--- src/rtl/cpu_pkg.sv ---
// Shared pipeline types: widths, memory-access FSM states and stage bundles.
package cpu_pkg;

  localparam int unsigned DATA_W = 32;
  localparam int unsigned REG_W  = 4;

  typedef enum logic [1:0] {
    StIdle = 2'd0,
    StBusy = 2'd1,
    StDone = 2'd2
  } mem_state_e;

  // EXE/MEM pipeline register contents
  typedef struct packed {
    logic              wb_en;
    logic              mem_r_en;
    logic              mem_w_en;
    logic [REG_W-1:0]  dest;
    logic [DATA_W-1:0] alu_res;
    logic [DATA_W-1:0] val_rm;
  } exe_mem_t;

  // MEM/WB pipeline register contents
  typedef struct packed {
    logic              wb_en;
    logic              mem_r_en;
    logic [REG_W-1:0]  dest;
    logic [DATA_W-1:0] alu_res;
    logic [DATA_W-1:0] mem_data;
  } mem_wb_t;

endpackage

--- src/rtl/mem_access_fsm.sv ---
// Data-memory access sequencer: issues req until ack, holds read data,
// and raises freeze while a memory op has not yet reached its DONE cycle.
module mem_access_fsm #(
  parameter int unsigned DATA_W = cpu_pkg::DATA_W
) (
  input  logic              clk,
  input  logic              rst_n,
  input  logic              mem_op,
  input  logic              mem_ack,
  input  logic [DATA_W-1:0] mem_rdata,
  output logic              mem_req,
  output logic              freeze,
  output logic [DATA_W-1:0] rdata_held
);
  import cpu_pkg::*;

  mem_state_e        state_q, state_d;
  logic [DATA_W-1:0] rdata_q;

  // State register; async reset abandons any outstanding request
  always_ff @(posedge clk or negedge rst_n) begin
    if (!rst_n) begin
      state_q <= StIdle;
    end else begin
      state_q <= state_d;
    end
  end

  // Next-state logic
  always_comb begin
    state_d = state_q;
    unique case (state_q)
      StIdle: begin
        if (mem_op) begin
          state_d = mem_ack ? StDone : StBusy;
        end
      end
      StBusy: begin
        if (mem_ack) begin
          state_d = StDone;
        end
      end
      StDone:  state_d = StIdle;
      default: state_d = StIdle;
    endcase
  end

  // Outputs; DONE drops both so the pipeline advances in that cycle
  always_comb begin
    mem_req = 1'b0;
    freeze  = 1'b0;
    unique case (state_q)
      StIdle: begin
        mem_req = mem_op;
        freeze  = mem_op;
      end
      StBusy: begin
        mem_req = 1'b1;
        freeze  = mem_op;
      end
      StDone: begin
        mem_req = 1'b0;
        freeze  = 1'b0;
      end
      default: begin
        mem_req = 1'b0;
        freeze  = 1'b0;
      end
    endcase
  end

  // Capture read data only on an acknowledged request; stray acks are ignored
  always_ff @(posedge clk or negedge rst_n) begin
    if (!rst_n) begin
      rdata_q <= '0;
    end else if (mem_req && mem_ack) begin
      rdata_q <= mem_rdata;
    end
  end

  assign rdata_held = rdata_q;

endmodule

--- src/rtl/mem_stage.sv ---
// Pipeline memory stage: EXE/MEM register, data-memory access control and
// MEM/WB register. Freeze holds everything upstream while an access is open.
module mem_stage #(
  parameter int unsigned DATA_W = cpu_pkg::DATA_W,
  parameter int unsigned REG_W  = cpu_pkg::REG_W
) (
  input  logic              clk,
  input  logic              rstN,
  input  logic              wbEnExe,
  input  logic              memREnExe,
  input  logic              memWEnExe,
  input  logic [DATA_W-1:0] aluResExe,
  input  logic [DATA_W-1:0] valRmExe,
  input  logic [REG_W-1:0]  destExe,
  output logic              memReq,
  output logic              memWe,
  output logic [DATA_W-1:0] memAddr,
  output logic [DATA_W-1:0] memWData,
  input  logic              memAck,
  input  logic [DATA_W-1:0] memRData,
  output logic              freeze,
  output logic              wbEnMem,
  output logic [REG_W-1:0]  destMem,
  output logic [DATA_W-1:0] aluResMem,
  output logic              wbEnWb,
  output logic              memREnWb,
  output logic [REG_W-1:0]  destWb,
  output logic [DATA_W-1:0] aluResWb,
  output logic [DATA_W-1:0] memDataWb
);
  import cpu_pkg::*;

  exe_mem_t          em_q;
  mem_wb_t           wb_q;
  logic              mem_op;
  logic [DATA_W-1:0] rdata_held;

  assign mem_op = em_q.mem_r_en | em_q.mem_w_en;

  // EXE/MEM register: advances whenever the stage is not frozen
  always_ff @(posedge clk or negedge rstN) begin
    if (!rstN) begin
      em_q <= '0;
    end else if (!freeze) begin
      em_q <= '{wb_en:    wbEnExe,
                mem_r_en: memREnExe,
                mem_w_en: memWEnExe,
                dest:     destExe,
                alu_res:  aluResExe,
                val_rm:   valRmExe};
    end
  end

  mem_access_fsm #(
    .DATA_W (DATA_W)
  ) u_access (
    .clk        (clk),
    .rst_n      (rstN),
    .mem_op     (mem_op),
    .mem_ack    (memAck),
    .mem_rdata  (memRData),
    .mem_req    (memReq),
    .freeze     (freeze),
    .rdata_held (rdata_held)
  );

  // MEM/WB register: real instruction when unfrozen, bubble while frozen
  always_ff @(posedge clk or negedge rstN) begin
    if (!rstN) begin
      wb_q <= '0;
    end else if (!freeze) begin
      wb_q <= '{wb_en:    em_q.wb_en,
                mem_r_en: em_q.mem_r_en,
                dest:     em_q.dest,
                alu_res:  em_q.alu_res,
                mem_data: rdata_held};
    end else begin
      wb_q.wb_en    <= 1'b0;
      wb_q.mem_r_en <= 1'b0;
    end
  end

  assign memWe     = em_q.mem_w_en;
  assign memAddr   = em_q.alu_res;
  assign memWData  = em_q.val_rm;

  assign wbEnMem   = em_q.wb_en;
  assign destMem   = em_q.dest;
  assign aluResMem = em_q.alu_res;

  assign wbEnWb    = wb_q.wb_en;
  assign memREnWb  = wb_q.mem_r_en;
  assign destWb    = wb_q.dest;
  assign aluResWb  = wb_q.alu_res;
  assign memDataWb = wb_q.mem_data;

endmodule

--- config.mk ---
export PLATFORM = sky130hd
export DESIGN_NAME = mem_stage
export DESIGN_NICKNAME = d
export VERILOG_FILES = /design/src/rtl/cpu_pkg.sv /design/src/rtl/mem_access_fsm.sv /design/src/rtl/mem_stage.sv
export SDC_FILE = /design/constraint.sdc
export NUM_CORES = 1
export LEC_CHECK = 0
export CORE_ASPECT_RATIO = 1.1
export CORE_UTILIZATION = 31
export CTS_CLUSTER_SIZE = 12
export DETAILED_ROUTE_END_ITERATION = 8
export PLACE_DENSITY = 0.6
export SYNTH_ARGS = -nofsm -noshare
export SYNTH_HDL_FRONTEND = slang
export SYNTH_HIERARCHICAL = 1
export SYNTH_SLANG_ARGS = --single-unit
--- constraint.sdc ---
create_clock -name clk -period 2.5 [get_ports clk]
set_clock_uncertainty 0.15 [all_clocks]
set_input_delay 0.625 -clock clk [delete_from_list [all_inputs] [get_ports clk]]
set_output_delay 0.625 -clock clk [all_outputs]
set_load 0.005 [all_outputs]
==> summary.md <==
| Metric | Value |
|---|---|
| Via count | `4,182` |
| I/O pin total | `280` |
| Total track usage | `13.2%` |
| Buf/Inv on CP | `1` |
| Crit-path max cell delay | `380 ps` |
| Syn avg cell area | `16.4 um^2` |
| Total negative slack | `0 ps` |
| Crit path DAT | `1590 ps` |
| Final Setup Violations | `0` |
| Remaining global-route overflow | `0` |
| VDD IR max | `0.661 mV` |
| FFs w/ async S/R, synth | `100%` |
| Hold path cells | `1` |
| Die Y | `168 um` |
| Reg2reg setup slack | `550 ps` |
| Fin nets | `769` |
| Vias in the first global route | `4,519` |
| Max Cap Viol | `0` |
| # H-tree levels | `4` |
| R2R depth | `5` |
| Met1 Usage GRT | `16.1%` |
| Final hold viol count | `0` |
| Post-DP HPWL | `11.8 mm` |
| Largest net degree at the start of global routing | `74` |
| Leakage power | `4.75 nW` |
| Share of cells above drive strength 1 | `32.2%` |
| FF+latch count, synth | `175` |
| DRT antenna net count | `0` |
| Worst-path clk slew | `70 ps` |
| Required time worst endpoint | `1730 ps` |
| Status | `finished, violations left` |
| RR Endpoint | `u_access/rdata_held[10]$_DFFE_PN0P_` |
| Most common cell in the synthesized netlist | `dfrtp_1` |
| Pins over their slew limit | `0` |
| Routability-driven placement congestion ratio | `0.735` |
| Failing checks | `design-rule violations` |
| Min-delay src | `aluResWb[27]$_DFFE_PN0N_` |
| CTS root buffer | `clkbuf_16` |
| Critical path type | `reg -> out` |
| Post-synth top cells | `dfrtp_1 (175), mux2_4 (117), buf_4 (100)` |
| Die area | `25,600 um^2` |
| Vias per inst | `4.24` |
| Max Fclk | `423 MHz` |
| Wire per inst | `16.7 um` |
| Power Density | `1410 nW/um^2` |
| Slowest CP cell | `dfrtp_1` |
| Primary FF master, synth | `dfrtp_1` |
| Initial antenna violation count | `0` |
| Largest cells by area after synthesis | `dfrtp_1 (57%), mux2_4 (23%), buf_4 (9.7%), mux2_2 (7.9%), buf_6 (1.9%)` |
| Synth Instances | `473` |
| WHS | `356 ps` |
| Die width | `153 um` |
| Cell taking the most area after synthesis | `dfrtp_1` |
| Startpoint Class | `register` |
| Final worst path period share | `94.6%` |
| CTS tree | `built` |
| Worst slew margin | `64.0%` |
| Starting Density | `31.6%` |
| Clk sinks | `175` |
| Hold Path Sink | `aluResWb[27]$_DFFE_PN0N_` |
| Synth cell types | `12` |
| Met2 Use GR | `22.2%` |
| Top Usage Layer GRT | `met2` |
| First-pass GRT wire length | `26.3 mm` |
| Port bufs | `279` |
| Yosys top cell area share | `56.6%` |
| Mapped Area | `7740 um^2` |
| R2r startpoint | `em_q[69]$_DFFE_PN0N_` |
| Crit. End Element | `primary output` |
| Number of buffers created by CTS | `17` |
| Antenna diode count | `0` |
| Critical path, cell by cell | `or2_2 > o21ba_4 > dlygate4sd2_1` |
| CP startpoint | `em_q[69]$_DFFE_PN0N_` |
| YS warnings | `6` |
| DRT Wirelength | `16.4 mm` |
| Critical-path maximum fanout | `3` |
| Post-synthesis sequential area ratio | `56.6%` |
| CP delay by family, top | `flip-flops` |
| Worst skew pair latency | `420 ps` |
| Core area | `24,500 um^2` |
| DRT Pass-1 Iters | `9` |
| Syn nets | `579` |
| Crit path time final | `2370 ps` |
| CTS max path bufs | `2` |
| Number of synthesized flops with an enable pin | `0` |
| Actual slew at the worst max-slew pin | `540 ps` |
| Unrepaired setup endpoints after global routing | `no` |
| Synth-to-Final Area Change | `38.7%` |
| HP Class | `reg -> reg` |
| Remaining DRCs | `21` |
| Num rows | `60` |
| Starting DRT DRC Count | `173` |
| Met3 GRT Util | `4.32%` |
==> per-stage QoR <==
stage / cells / worst slack [ps] / util, % / cell area, um^2 / total power [mW]
6_report: 986 / 135 / 43.9 / 10700 / 15.2
5_1_grt: 986 / 67.2 / 43.9 / 10700 / 16.0
4_1_cts: 986 / 100 / 43.9 / 10700 / 15.4
3_5_place_dp: 952 / 331 / 41.4 / 10100 / 12.6
3_3_place_gp: 952 / 336 / 41.4 / 10100 / 12.5
2_1_floorplan: 473 / 712 / - / 7740 / 10.1
==> metal layers <==
layer | share of wire [%] | vias up
met3 | 7.3 | 11
met2 | 50 | 156
met5 | 0 | -
met1 | 41 | 2131
met4 | 1.2 | 0
li1 | - | 1884
==> worst max-delay path by stage <==
stage / end / slack [ps] / cells past startpoint
4_1_cts: memReq / 100 / 3
3_5_place_dp: u_access/rdata_held[2]$_DFFE_PN0P_ / 330 / 4
6_report: memReq / 130 / 3
3_3_place_gp: u_access/rdata_held[6]$_DFFE_PN0P_ / 340 / 4
5_1_grt: memReq / 70 / 3
2_1_floorplan: aluResMem[0]$_DFFE_PN0N_ / 710 / 6
==> where the power goes <==
part	total (mW)	internal (mW)	switching, mW
combinational	7.20	5.10	2.11
sequential	5.31	4.32	0.988
clock	2.66	1.44	1.22
total	15.2	10.9	4.31
==> placed cells by master (no fill, tap or decap), types with 2 or more instances in the layout <==
cell type,n
clkdlybuf4s50_1,276
dfrtp_1,175
mux2_4,117
mux2_2,54
clkbuf_16,17
buf_12,6
inv_6,4
buf_4,4
nor2b_1,3
inv_8,3
clkinv_2,2
clkinv_4,2
dlygate4sd2_1,2
==> registers in the layout (all words and copies together), names as in the netlist <==
name                 cells
wbEnWb                   1
memDataWb               32
u_access/state_q         2
aluResMem               32
destWb                   4
wbEnMem                  1
memWData                32
memREnWb                 1
destMem                  4
u_access/rdata_held     32
memWe                    1
aluResWb                32
em_q                     1
==> cells by family (layout without fill, tap and decap cells) <==
logic type,count (synthesis),count (layout),synth area share (%)
mux,171,171,30.5
flops,175,175,56.6
compound gates,1,1,0.210
simple gates,6,6,0.549
buf+inv,120,323,12.2
==> area by class of cell <==
class	count	area, um^2
Clock buffer	18	439
Inverter	1	3.75
Timing Repair Buffer	290	2950
Tap cell	310	388
Clock inverter	14	150
Multi-Input combinational cell	178	2430
Fill cell	2172	13700
Sequential cell	175	4380
==> timing repair <==
item	CTS	global route
endpoints found under the setup margin	2	0
endpoints found under the hold margin	25	0
hold buffers	1	0
buffers inserted	1	0
resized for setup	2	0
(Power assumes the default switching activity.)
